--- config.mk ---
export PLATFORM = sky130hd
export DESIGN_NAME = fetch_stage
export DESIGN_NICKNAME = d
export VERILOG_FILES = /design/src/rtl/fetch_stage.sv
export SDC_FILE = /design/constraint.sdc
export NUM_CORES = 1
export LEC_CHECK = 0
export BUFFER_PORTS_ARGS = -buffer_cell sky130_fd_sc_hd__clkbuf_2
export CAP_MARGIN = 20
export CORE_ASPECT_RATIO = 0.8
export CORE_MARGIN = 3
export CORE_UTILIZATION = 45
export DETAILED_ROUTE_END_ITERATION = 8
export PLACE_DENSITY_LB_ADDON = 0.08
export SYNTH_ARGS = -nofsm -noshare
export SYNTH_HDL_FRONTEND = slang
export SYNTH_SLANG_ARGS = --single-unit
--- constraint.sdc ---
create_clock -name clk -period 3.1 [get_ports clk]
set_input_delay 0.62 -clock clk [delete_from_list [all_inputs] [get_ports clk]]
set_output_delay 0.62 -clock clk [all_outputs]
set_load 0.005 [all_outputs]
--- src/rtl/fetch_stage.sv ---
// Instruction-fetch stage: owns the PC and the IF/ID (pr1) register, fetches over a req/ack port.
// Optional perf counters (redirect_count, bubble_count) are enabled by defining FETCH_PERF_EN.
module fetch_stage #(
  parameter logic [15:0] RESET_PC = 16'h0000,
  parameter logic [15:0] NOP_IR   = 16'hE000
) (
  input  logic        clk,
  input  logic        rst_n,
  input  logic [2:0]  pc_mux_select,
  input  logic [15:0] rb_data,
  input  logic [15:0] ld_data,
  input  logic [15:0] jal_target,
  input  logic [15:0] beq_target,
  input  logic [15:0] lhi_data,
  input  logic [15:0] alu_data,
  input  logic        stall,
  output logic        imem_req,
  output logic [15:0] imem_addr,
  input  logic        imem_ack,
  input  logic [15:0] imem_rdata,
  output logic [15:0] pc,
  output logic [15:0] pr1_IR,
  output logic [15:0] pr1_PC,
  output logic        pr1_valid
`ifdef FETCH_PERF_EN
  ,
  output logic [15:0] redirect_count,
  output logic [15:0] bubble_count
`endif
);

  typedef enum logic [1:0] {StStart, StFetch, StHold, StDrop} state_e;

  state_e      state_q, state_d;
  logic [15:0] pc_q, pc_d;
  logic [15:0] pr1_ir_q, pr1_ir_d;
  logic [15:0] pr1_pc_q, pr1_pc_d;
  logic        pr1_valid_q, pr1_valid_d;
  logic [15:0] buf_q, buf_d;
  logic [15:0] drop_addr_q, drop_addr_d;

  logic        redirect;
  logic [15:0] target;
  logic        load_bubble;
  logic        load_word;
  logic [15:0] word;

  always_comb begin
    redirect = 1'b0;
    target   = pc_q;
    unique case (pc_mux_select)
      3'd1: begin redirect = 1'b1; target = rb_data;    end
      3'd2: begin redirect = 1'b1; target = ld_data;    end
      3'd3: begin redirect = 1'b1; target = jal_target; end
      3'd4: begin redirect = 1'b1; target = beq_target; end
      3'd5: begin redirect = 1'b1; target = lhi_data;   end
      3'd6: begin redirect = 1'b1; target = alu_data;   end
      default: begin redirect = 1'b0; target = pc_q;    end
    endcase
  end

  always_comb begin
    state_d     = state_q;
    pc_d        = pc_q;
    pr1_ir_d    = pr1_ir_q;
    pr1_pc_d    = pr1_pc_q;
    pr1_valid_d = pr1_valid_q;
    buf_d       = buf_q;
    drop_addr_d = drop_addr_q;
    imem_req    = 1'b0;
    imem_addr   = pc_q;
    load_bubble = 1'b0;
    load_word   = 1'b0;
    word        = imem_rdata;

    unique case (state_q)
      StStart: begin
        state_d = StFetch;
        if (redirect) begin
          pc_d        = target;
          load_bubble = 1'b1;
        end
      end
      StFetch: begin
        imem_req = 1'b1;
        if (redirect) begin
          pc_d        = target;
          load_bubble = 1'b1;
          // Request still outstanding: keep presenting it until the memory retires it.
          if (!imem_ack) begin
            state_d     = StDrop;
            drop_addr_d = pc_q;
          end
        end else if (imem_ack) begin
          if (stall) begin
            buf_d   = imem_rdata;
            state_d = StHold;
          end else begin
            load_word = 1'b1;
          end
        end else if (!stall) begin
          load_bubble = 1'b1;
        end
      end
      StHold: begin
        word = buf_q;
        if (redirect) begin
          pc_d        = target;
          load_bubble = 1'b1;
          state_d     = StFetch;
        end else if (!stall) begin
          load_word = 1'b1;
          state_d   = StFetch;
        end
      end
      StDrop: begin
        imem_req  = 1'b1;
        imem_addr = drop_addr_q;
        if (redirect) begin
          pc_d        = target;
          load_bubble = 1'b1;
        end else if (!stall) begin
          load_bubble = 1'b1;
        end
        if (imem_ack) begin
          state_d = StFetch;
        end
      end
      default: state_d = StStart;
    endcase

    if (load_bubble) begin
      pr1_ir_d    = NOP_IR;
      pr1_valid_d = 1'b0;
    end else if (load_word) begin
      pr1_ir_d    = word;
      pr1_pc_d    = pc_q;
      pr1_valid_d = 1'b1;
      pc_d        = pc_q + 16'd1;
    end
  end

  always_ff @(posedge clk or negedge rst_n) begin
    if (!rst_n) begin
      state_q     <= StStart;
      pc_q        <= RESET_PC;
      pr1_ir_q    <= NOP_IR;
      pr1_pc_q    <= 16'h0000;
      pr1_valid_q <= 1'b0;
      buf_q       <= 16'h0000;
      drop_addr_q <= 16'h0000;
    end else begin
      state_q     <= state_d;
      pc_q        <= pc_d;
      pr1_ir_q    <= pr1_ir_d;
      pr1_pc_q    <= pr1_pc_d;
      pr1_valid_q <= pr1_valid_d;
      buf_q       <= buf_d;
      drop_addr_q <= drop_addr_d;
    end
  end

  assign pc        = pc_q;
  assign pr1_IR    = pr1_ir_q;
  assign pr1_PC    = pr1_pc_q;
  assign pr1_valid = pr1_valid_q;

`ifdef FETCH_PERF_EN
  logic [15:0] redirect_count_q, redirect_count_d;
  logic [15:0] bubble_count_q, bubble_count_d;

  always_comb begin
    redirect_count_d = redirect_count_q;
    bubble_count_d   = bubble_count_q;
    if (redirect && (redirect_count_q != 16'hFFFF)) begin
      redirect_count_d = redirect_count_q + 16'd1;
    end
    if (load_bubble && (bubble_count_q != 16'hFFFF)) begin
      bubble_count_d = bubble_count_q + 16'd1;
    end
  end

  always_ff @(posedge clk or negedge rst_n) begin
    if (!rst_n) begin
      redirect_count_q <= 16'h0000;
      bubble_count_q   <= 16'h0000;
    end else begin
      redirect_count_q <= redirect_count_d;
      bubble_count_q   <= bubble_count_d;
    end
  end

  assign redirect_count = redirect_count_q;
  assign bubble_count   = bubble_count_q;
`endif

endmodule

==> results of run 1 <==
-- synthesized netlist by cell type, drive strengths merged, types with 11 or more instances --
cell type / instances
a21oi: 15
buf: 26
clkbuf: 11
dfrtp: 80
inv: 15
mux2: 76
mux2i: 21
nand2: 19
nand3: 11
nor2b: 11
o21ai: 21
o2bb2ai: 17
-- worst max-delay path, delay by kind of cell (launching register included) --
| family | cells | cell delay (ns) |
|---|---|---|
| adders and majority gates | 1 | 0.22 |
| buffers and inverters | 4 | 0.86 |
| DFF | 1 | 0.41 |
| AOI/OAI and AO/OA | 2 | 0.33 |
| muxes | 1 | 0.38 |
| and+or+nand+nor | 1 | 0.15 |
-- sequential cells by signal, indices dropped and copies added (netlist names) --
signal / count
state_q: 2
pc: 16
pr1_PC: 16
buf_q: 16
pr1_IR: 16
pr1_valid: 1
drop_addr_q: 16
-- cells by family after synthesis --
logic type,Yosys count,synth area share (%)
AOI/OAI and AO/OA,110,16.0
adders and majority gates,5,1.26
buffers and inverters,52,5.53
DFF,83,42.0
muxes,99,22.4
and+or+nand+nor,107,12.8
-- worst min path at each step --
stage                     slack, ns  startpoint  cells after the start   endpoint
after CTS                      0.28       rst_n                      1   buf_q[2]
after detailed placement       0.47   pr1_IR[2]                      1  pr1_IR[2]
final                          0.27       rst_n                      1   buf_q[2]
after floorplan                0.32       rst_n                      0   buf_q[0]
after global placement         0.48   pr1_IR[8]                      1  pr1_IR[8]
after global routing           0.31       rst_n                      1   buf_q[2]
-- metrics by stage --
step | setup slack (ns) | cell area, µm² | hold WS, ns | instances | util (%)
after floorplan | 0.915 | 4960 | 0.324 | 456 | -
after global placement | 0.675 | 5960 | 0.477 | 760 | 56.9
after detailed placement | 0.622 | 5960 | 0.473 | 760 | 56.9
after CTS | 0.655 | 6280 | 0.283 | 776 | 59.9
after global routing | 0.488 | 6280 | 0.306 | 776 | 59.9
final | 0.649 | 6280 | 0.274 | 776 | 59.9
-- power by group --
part,leakage (nW),total (mW),switching [mW],internal [mW]
Clock,0.157,1.14,0.429,0.707
Sequential,1.03,1.69,0.258,1.43
Combinational,1.78,1.54,0.705,0.831
-- per-layer routing --
metal	global-route usage (%)	vias to the layer above	share of wire, %	wire length, µm
met5	0	-	0	0
met4	5.70	0	1.1	162
met3	4.51	12	7.6	1090
met2	36.8	157	46	6540
met1	33.3	2110	45	6420
li1	-	2084	-	-
-- area by class of cell --
class	count	area, µm²	share of cell area (%)
multi-input combinational	321	2600	41.4
sequential	83	2080	33.1
timing repair buffer	201	1050	16.7
clock buffer	10	229	3.65
tap	140	175	2.79
clock inverter	6	87.6	1.39
inverter	15	56.3	0.896
==> run summary, run 1 <==
Outcome - completed
Synth top area cells - dfrtp_1 (40%), mux2_2 (17%), mux2i_1 (4.2%), o2bb2ai_1 (3.0%), o21ai_0 (2.1%)
Clk pin slew, worst setup/hold paths - 0.06 ns
# rows - 33
Peak supply drop - 409 µV
Clock Sinks - 83
Mapped Area - 4960 µm²
Actual slew at the worst max-slew pin - 0.721 ns
Syn Nets - 580
R2R Setup Slk - 0.65 ns
Dpl hpwl - 10,800 µm
Final min period - 2.45 ns
Sequential fraction of the synthesis area - 42.0%
Worst R2R Path Depth - 9
GRT Total Usage - 23.4%
Crit-path max cell delay - 0.41 ns
Async S/R FF share, synth - 100%
Clock Skew - 0.00754 ns
Post-cts sizing count - 0
Residual DRC count - 0
Post-synth top area share - 40.4%
CP Capture Type - flop
I/O pins - 185
DIE HEIGHT - 99.9 µm
CTS tree - done
Number of I/O port buffers - 184
Post-synth EDFFs - 0
Grt total ovfl - 0
Clk buf depth - 2
Root Buffer - clkbuf_16
Initial antenna violation count - 0
Final nets - 755
Final Hold Fails - 0
GPL Wtd Cong - 0.850
Filler cell count in the final layout - 919
Wire per inst - 18.3 µm
Total Wirelength - 14,200 µm
Yosys warnings - 0
Startpoint types - flop
Cts hold-fix bufs - 0
Final Cycle Share - 79.1%
Top FF cell, synth - dfrtp_1
Distinct cells, synth - 58
Max_slew headroom - 52.0%
Cts bufs inserted - 9
Postcts setup bufs - 0
Worst Setup SP - state_q[0]
Required @ worst endpoint - 3.31 ns
Setup TNS - 0 ns
Yosys reg bits - 83
CORE AREA - 10,500 µm²
Mean Syn Cell Area - 10.9 µm²
Initial DRT Pass Iterations - 4
Final setup viols - 0
Die area - 12,300 µm²
Die W - 123 µm
Synth Instances - 456
Vias - 4,363
Leak Pwr - 2.97 nW
Starting Density - 47.3%
Fmax - 408 MHz
P&R area growth vs syn - 26.7%
Fraction of layout cells with a size suffix above 1 - 48.6%
Power Dens Cells - 694 nW/µm²
HP Class - primary input to async pin
WS Path Type - flop to flop
First-pass GRT wire length - 22,700 µm
H-Tree Depth - 3
DRT iter0 DRCs - 276
Crit path top cell by count - buf_4
Maxcap violations - 0
Area leader, netlist - dfrtp_1
Via density - 5.62
Commonest non-fill, non-tap cells in the layout - clkbuf_2 (183), dfrtp_1 (80), mux2_2 (76)
Max-slew violation count - 0
Arrival @ worst endpoint - 2.67 ns
Ant diodes - 0
Post-route ant nets - 0
Crit-path max FO - 23
Vias in the first global route - 4,338
Largest net degree at the start of global routing - 59
Worst r2r src - state_q[0]
CP cell instances - inv_1 > ha_1 > buf_4 > a21o_1 > o2111a_1 > buf_4 > nand2_1 > buf_4 > mux2_2
Slowest stage cell, crit path - dfrtp_1
Crit path capture - pr1_PC[14]
Pwr Total - 4.36 mW
Unrepaired setup endpoints after global routing - false
Most common cell after layout, fill and taps aside - clkbuf_2
Clock Latency Late Sink - 0.33 ns
Reg2Reg Capture Point - pr1_PC[14]
Note: power is estimated with default switching activity, not from simulation.
==> run 2, diff against run 1 <==
- ABC_AREA: not set -> 1
- clock period: 3.1 -> 2.1 ns (I/O delays scaled with it)
==> run 2 against run 1 <==
  * Worst setup slack got worse by 0.56 ns
  * Non-clock buffer count down 1
  * Clock skew hardly changed
  * Sequential share of layout area fell by 0.52 points
  * Clock power rose by 54%
  * Cell count up 36%
  * Critical path depth shrank 4
  * Die area unchanged
  * Via count is 21% higher
  * Cell area rose by 1.6%
  * Wire length increased by 8.4%
==> run summary, run 2 <==
Final cell utilization of the core - 60.8% (was 59.9%)
FF/Latch Area - 2080 µm² (unchanged)
Cell Int Power - 4.09 mW (was 2.97 mW)
DP Area - 6040 µm² (was 5960 µm²)
Actual slew at the worst max-slew pin - 0.525 ns (was 0.721 ns)
CP Capture Type - output pin (was flop)
Max-slew violation count - 0 (unchanged)
Yosys warnings - 0 (unchanged)
Commonest non-fill, non-tap cells in the layout - nand2_1 (272), clkbuf_2 (183), inv_1 (96) (was clkbuf_2 (183), dfrtp_1 (80), mux2_2 (76))
Power Dens Cells - 1000 nW/µm² (was 694 nW/µm²)
Filler cell count in the final layout - 1,034 (was 919)
Clock Skew - 0.00803 ns (was 0.00754 ns)
Fmax - 496 MHz
Async S/R FF share, synth - 100% (unchanged)
Yosys reg bits - 83 (unchanged)
CTS tree - done (unchanged)
Required @ worst endpoint - 1.68 ns (was 3.31 ns)
Starting Density - 47.3% (unchanged)
Post-synth EDFFs - 0 (unchanged)
Synth top area cells - dfrtp_1 (40%), nand2_1 (21%), o21ai_0 (9.4%), inv_1 (7.3%), nor2_1 (4.0%) (was dfrtp_1 (40%), mux2_2 (17%), mux2i_1 (4.2%), o2bb2ai_1 (3.0%), o21ai_0 (2.1%))
Adder-cell share of the synthesized area - 1.26% (unchanged)
Final min period - 2.01 ns
Largest family of logic cells by synthesized area - simple AND/OR/NAND/NOR gates (was multiplexers)
Synth top cells by count - nand2_1 (272), inv_1 (96), o21ai_0 (93) (was dfrtp_1 (80), mux2_2 (76), mux2i_1 (21), o21ai_0 (21), nand2_1 (19))
Outcome - completed (unchanged)
Synth Instances - 731 (was 456)
Clock share of power - 27.5% (was 26.0%)
Initial antenna violation count - 0 (unchanged)
Fin area - 6380 µm² (was 6280 µm²)
Arrival @ worst endpoint - 1.59 ns (was 2.67 ns)
Pwr Total - 6.38 mW (was 4.36 mW)
Maxcap violations - 0 (unchanged)
Leak Pwr - 3.58 nW (was 2.97 nW)
Via density - 4.99 (was 5.62)
Clk pin slew, worst setup/hold paths - 0.06 ns (about the same)
Top FF cell, synth - dfrtp_1 (unchanged)
Dpl hpwl - 12,000 µm (was 10,800 µm)
XOR/XNOR share of the synthesized area - 0.884% (was 0%)
DRT iter0 DRCs - 449 (was 276)
Clk buf depth - 2 (unchanged)
Die area - 12,300 µm² (unchanged)
Setup TNS - 0 ns (unchanged)
Top-count cell post-synth - nand2_1 (was dfrtp_1)
Area leader, netlist - dfrtp_1 (unchanged)
Residual DRC count - 0 (unchanged)
HP Class - primary input to async pin (unchanged)
Setup slack after layout - 0.0856 ns (was 0.649 ns)
Post-synth top area share - 40.4% (unchanged)
Vias - 5,267 (was 4,363)
DIE HEIGHT - 99.9 µm (unchanged)
Largest net degree at the start of global routing - 55 (was 59)
Clock Sinks - 83 (unchanged)
H-Tree Depth - 3 (unchanged)
Die W - 123 µm (unchanged)
Mapped Area - 4960 µm² (unchanged)
Post-synthesis simple-gate area fraction - 31.5% (was 12.8%)
Initial DRT Pass Iterations - 5 (was 4)
Ant diodes - 0 (unchanged)
Crit-path max FO - 6 (was 23)
Final setup viols - 0 (unchanged)
Final nets - 1,035 (was 755)
Distinct cells, synth - 32 (was 58)
Wire per inst - 14.6 µm (was 18.3 µm)
Area occupied by multi-input gates - 2350 µm² (was 2600 µm²)
Clock Latency Late Sink - 0.33 ns (about the same)
Gate power share - 34.0% (was 35.2%)
Mux cell area share after synthesis - 0% (was 22.4%)
Most common cell after layout, fill and taps aside - nand2_1 (was clkbuf_2)
Number of I/O port buffers - 184 (unchanged)
GPL Wtd Cong - 0.909 (was 0.850)
Fraction of layout cells with a size suffix above 1 - 25.5% (was 48.6%)
Final Cycle Share - 95.9%
Peak supply drop - 448 µV (was 409 µV)
Mean Syn Cell Area - 6.78 µm² (was 10.9 µm²)
WS Path Type - flop to output pin (was flop to flop)
Reg power frac - 38.5% (was 38.7%)
Pre-CTS setup slack - 0.150 ns (was 0.622 ns)
Unrepaired setup endpoints after global routing - false (unchanged)
Syn Nets - 855 (was 580)
Vias in the first global route - 4,980 (was 4,338)
Max_slew headroom - 64.9% (was 52.0%)
Startpoint types - flop (unchanged)
Grt total ovfl - 0 (unchanged)
CORE AREA - 10,500 µm² (unchanged)
Sw frac - 36.0% (was 31.9%)
Post-route ant nets - 0 (unchanged)
Final Hold Fails - 0 (unchanged)
# rows - 33 (unchanged)
I/O pins - 185 (unchanged)
Total Wirelength - 15,400 µm (was 14,200 µm)
Compound-cell area share of the yosys netlist - 13.7% (was 16.0%)
P&R area growth vs syn - 28.8% (was 26.7%)
Root Buffer - clkbuf_16 (unchanged)
GRT Total Usage - 25.7% (was 23.4%)
First-pass GRT wire length - 25,100 µm (was 22,700 µm)
Psw - 2.29 mW (was 1.39 mW)
Sequential fraction of the synthesis area - 42.0% (unchanged)
Cts bufs inserted - 9 (unchanged)
-- run 2: cell count changes after synthesis, sizes merged, moves of 17 or more --
| cell | delta |
|---|---|
| nand2 | +256 |
| inv | +81 |
| o21ai | +78 |
| mux2 | -76 |
| nor2 | +46 |
| nand3 | +28 |
| mux2i | -21 |
| o2bb2ai | -17 |
-- run 2: per-layer routing --
layer | wire, µm | track usage (%)
met1 | 7150 | 37.9
met2 | 6910 | 39.4
met3 | 1150 | 5.01
met4 | 181 | 5.36
met5 | 0 | 0
-- run 2: layout make-up --
cell class	count	share of cell area, %
clock buffer	10	3.75
clock inverter	6	1.51
inverter	96	5.65
multi-input combinational	521	36.8
sequential	83	32.6
tap	140	2.75
timing repair buffer	200	16.9
-- run 2: power by group through the flow --
stage / clock network (mW) / logic, mW / registers [mW]
after floorplan: 0 / 1.22 / 2.40
after global placement: 0 / 2.11 / 2.45
after detailed placement: 0 / 2.16 / 2.47
after CTS: 1.80 / 2.18 / 2.45
after global routing: 1.86 / 2.50 / 2.52
final: 1.76 / 2.17 / 2.45
-- run 2: logic make-up after synthesis --
family / after synthesis
buffers and inverters: 127
AND/OR/NAND/NOR: 381
AO/OA/AOI/OAI: 130
XOR/XNOR: 5
adder cells (fa/ha/maj): 5
flip-flops: 83
-- run 2: repair_timing --
action                                  CTS  global route
endpoints found under the setup margin    0            10
gates resized for setup                   0             3
hold buffers                              0             0
setup buffers                             0             0
-- run 2: worst paths after layout --
| kind | startpoint | to | slack (ns) | cells past startpoint |
|---|---|---|---|---|
| max | state_q[1] | imem_req | 0.09 | 5 |
| min | rst_n | buf_q[3] | 0.01 | 1 |
| max reg2reg | state_q[0] | pr1_IR[13] | 0.24 | 8 |
| min reg2reg | pr1_PC[2] | pr1_PC[2] | 0.48 | 2 |
| max in group asynchronous | rst_n | pc[14] | 1.46 | 2 |
| min in group clk | imem_rdata[4] | buf_q[4] | 0.34 | 3 |
-- run 2: stage by stage --
| step | std cells | hold WS [ns] |
|---|---|---|
| after global placement | 1040 | 0.367 |
| final | 1056 | 0.00993 |
| after CTS | 1056 | 0.0184 |
| after global routing | 1056 | 0.0353 |
| after detailed placement | 1040 | 0.378 |
| after floorplan | 731 | 0.124 |
-- run 2: critical path: stages, from the launching register on --
cell	delay, ns
dfrtp_1	0.41
inv_1	0.08
ha_2	0.19
buf_4	0.15
or2_2	0.31
clkbuf_2	0.13
==> run 3, diff against run 2 <==
- clock period: 2.1 -> 1.9 ns (I/O delays scaled with it)
==> run 3 against run 2 <==
  * The run now ends with hold timing, setup timing left
  * Power is 15% higher
  * Sequential share of layout area fell by 1.5 points
  * Clock power up 3%
  * Cell area is 4.9% higher
  * Clock-buffer cell count decreased by 1
  * Wire length grew 4.6%
  * Critical endpoint is now pc[13]
  * Largest power group is now combinational logic
==> run summary, run 3 (same netlist as run 2, synthesis figures left out) <==
Outcome - finished, violations left (was completed)
Failing checks - hold timing, setup timing
CP Capture Type - flop (was output pin)
Psw - 2.76 mW (was 2.29 mW)
I/O pins - 185 (unchanged)
DRT iter0 DRCs - 398 (was 449)
P&R area growth vs syn - 35.0% (was 28.8%)
WS Path Type - flop to flop (was flop to output pin)
Final min period - 1.91 ns
# rows - 33 (unchanged)
FF/Latch Area - 2080 µm² (about the same)
Worst R2R Path Depth - 9 (was 8)
Clock Skew - 0.00670 ns (was 0.00803 ns)
Gate power share - 38.1% (was 34.0%)
Total Wirelength - 16,100 µm (was 15,400 µm)
Setup slack after layout - -0.00766 ns (was 0.0856 ns)
CTS tree - done (unchanged)
Cts bufs inserted - 9 (unchanged)
DIE HEIGHT - 99.9 µm (unchanged)
Leak Pwr - 3.69 nW (was 3.58 nW)
Die W - 123 µm (unchanged)
Clk buf depth - 2 (unchanged)
Placed insts - 1,048 (was 1,040)
Required @ worst endpoint - 2.13 ns (was 1.68 ns)
Power Dens Cells - 1100 nW/µm² (was 1000 nW/µm²)
Die area - 12,300 µm² (unchanged)
Filler cell count in the final layout - 993 (was 1,034)
Worst r2r src - state_q[0] (unchanged)
Clock Latency Late Sink - 0.34 ns (was 0.33 ns)
Startpoint types - flop (unchanged)
Starting Density - 47.3% (unchanged)
Setup TNS - -0.0163 ns (was 0 ns)
Actual slew at the worst max-slew pin - 0.480 ns (was 0.525 ns)
Largest net degree at the start of global routing - 49 (was 55)
Final hold slack - -0.00768 ns (was 0.00993 ns)
Fin area - 6690 µm² (was 6380 µm²)
Reg power frac - 37.2% (was 38.5%)
First-pass GRT wire length - 24,700 µm (was 25,100 µm)
Final nets - 1,055 (was 1,035)
GPL Wtd Cong - 0.902 (was 0.909)
Initial antenna violation count - 0 (unchanged)
Ant diodes - 0 (unchanged)
Peak supply drop - 474 µV (was 448 µV)
Final cell utilization of the core - 63.8% (was 60.8%)
Area occupied by multi-input gates - 2510 µm² (was 2350 µm²)
Final Hold Fails - 13 (was 0)
Root Buffer - clkbuf_16 (unchanged)
Cell Int Power - 4.57 mW (was 4.09 mW)
Final setup viols - 3 (was 0)
GRT Total Usage - 25.2% (was 25.7%)
Unrepaired setup endpoints after global routing - true (was false)
Fin cells - 1,076 (was 1,056)
Maxcap violations - 0 (unchanged)
Residual DRC count - 0 (unchanged)
H-Tree Depth - 3 (unchanged)
Initial DRT Pass Iterations - 5 (unchanged)
Dpl hpwl - 11,800 µm (was 12,000 µm)
Max-slew violation count - 0 (unchanged)
Final Cycle Share - 100%
Grt total ovfl - 0 (unchanged)
Pre-CTS setup slack - 0.0823 ns (was 0.150 ns)
DP Area - 6130 µm² (was 6040 µm²)
Sw frac - 37.7% (was 36.0%)
Max_slew headroom - 68.0% (was 64.9%)
Pwr Total - 7.33 mW (was 6.38 mW)
CORE AREA - 10,500 µm² (unchanged)
Arrival @ worst endpoint - 2.13 ns (was 1.59 ns)
Clock share of power - 24.7% (was 27.5%)
Vias - 5,393 (was 5,267)
Worst Setup SP - state_q[0] (was state_q[1])
Fraction of layout cells with a size suffix above 1 - 29.3% (was 25.5%)
Most common cell after layout, fill and taps aside - nand2_1 (unchanged)
Wire per inst - 15.0 µm (was 14.6 µm)
Crit-path max FO - 5 (was 6)
Clock Sinks - 83 (unchanged)
Via density - 5.01 (was 4.99)
Fmax - 524 MHz
Number of I/O port buffers - 184 (unchanged)
Vias in the first global route - 5,016 (was 4,980)
Post-route ant nets - 0 (unchanged)
Commonest non-fill, non-tap cells in the layout - nand2_1 (267), clkbuf_2 (181), inv_1 (92) (was nand2_1 (272), clkbuf_2 (183), inv_1 (96))
Clk pin slew, worst setup/hold paths - 0.06 ns (about the same)
HP Class - primary input to async pin (unchanged)
run 3: power groups by stage:
stage	clock (mW)	combinational [mW]	sequential, mW
final	1.81	2.79	2.73
after global routing	1.93	3.16	2.79
after CTS	1.85	2.46	2.70
after detailed placement	0	2.42	2.72
after global placement	0	2.36	2.70
after floorplan	0	1.35	2.65
run 3: final timing paths:
kind / end / slack, ns
setup reg to reg: pc[13] / -0.008
max in group asynchronous: pc[3] / 1.30
min in group clk: buf_q[15] / 0.28
hold reg to reg: pr1_PC[5] / 0.48
hold / removal: pr1_IR[3] / -0.008
setup / recovery: pc[13] / -0.008
run 3: critical path, cell delays in order (launching register included):
cell and delay, ns:
dfrtp_2 0.46, inv_2 0.10, ha_2 0.19, inv_2 0.08
a21oi_4 0.25, clkinvlp_4 0.25, nor2_4 0.20, o21ai_1 0.10
nor2_1 0.13, nor2_1 0.05
run 3: layout make-up:
cell class / count / share of cell area, %
multi-input cells: 524 / 37.4
flip-flops and latches: 83 / 31.1
repair buffers: 217 / 18.8
inverters: 96 / 5.44
clock buffers: 9 / 3.37
well taps: 140 / 2.62
clock inverters: 7 / 1.23
run 3: per-layer routing:
layer | vias up | GRT usage [%] | share of wire, %
li1 | 2688 | - | -
met1 | 2457 | 36.2 | 46
met2 | 231 | 39.6 | 46
met3 | 17 | 5.07 | 7.5
met4 | 0 | 5.70 | 1.3
met5 | - | 0 | 0
run 3: repair_timing:
action / 4_1_cts / 5_1_grt
setup buffers: 1 / 8
gates cloned: 0 / 3
pin swaps: 0 / 15
resized for setup: 2 / 51
hold buffers: 0 / 0
endpoints found under the hold margin: 0 / 0
endpoints found under the setup margin: 17 / 61
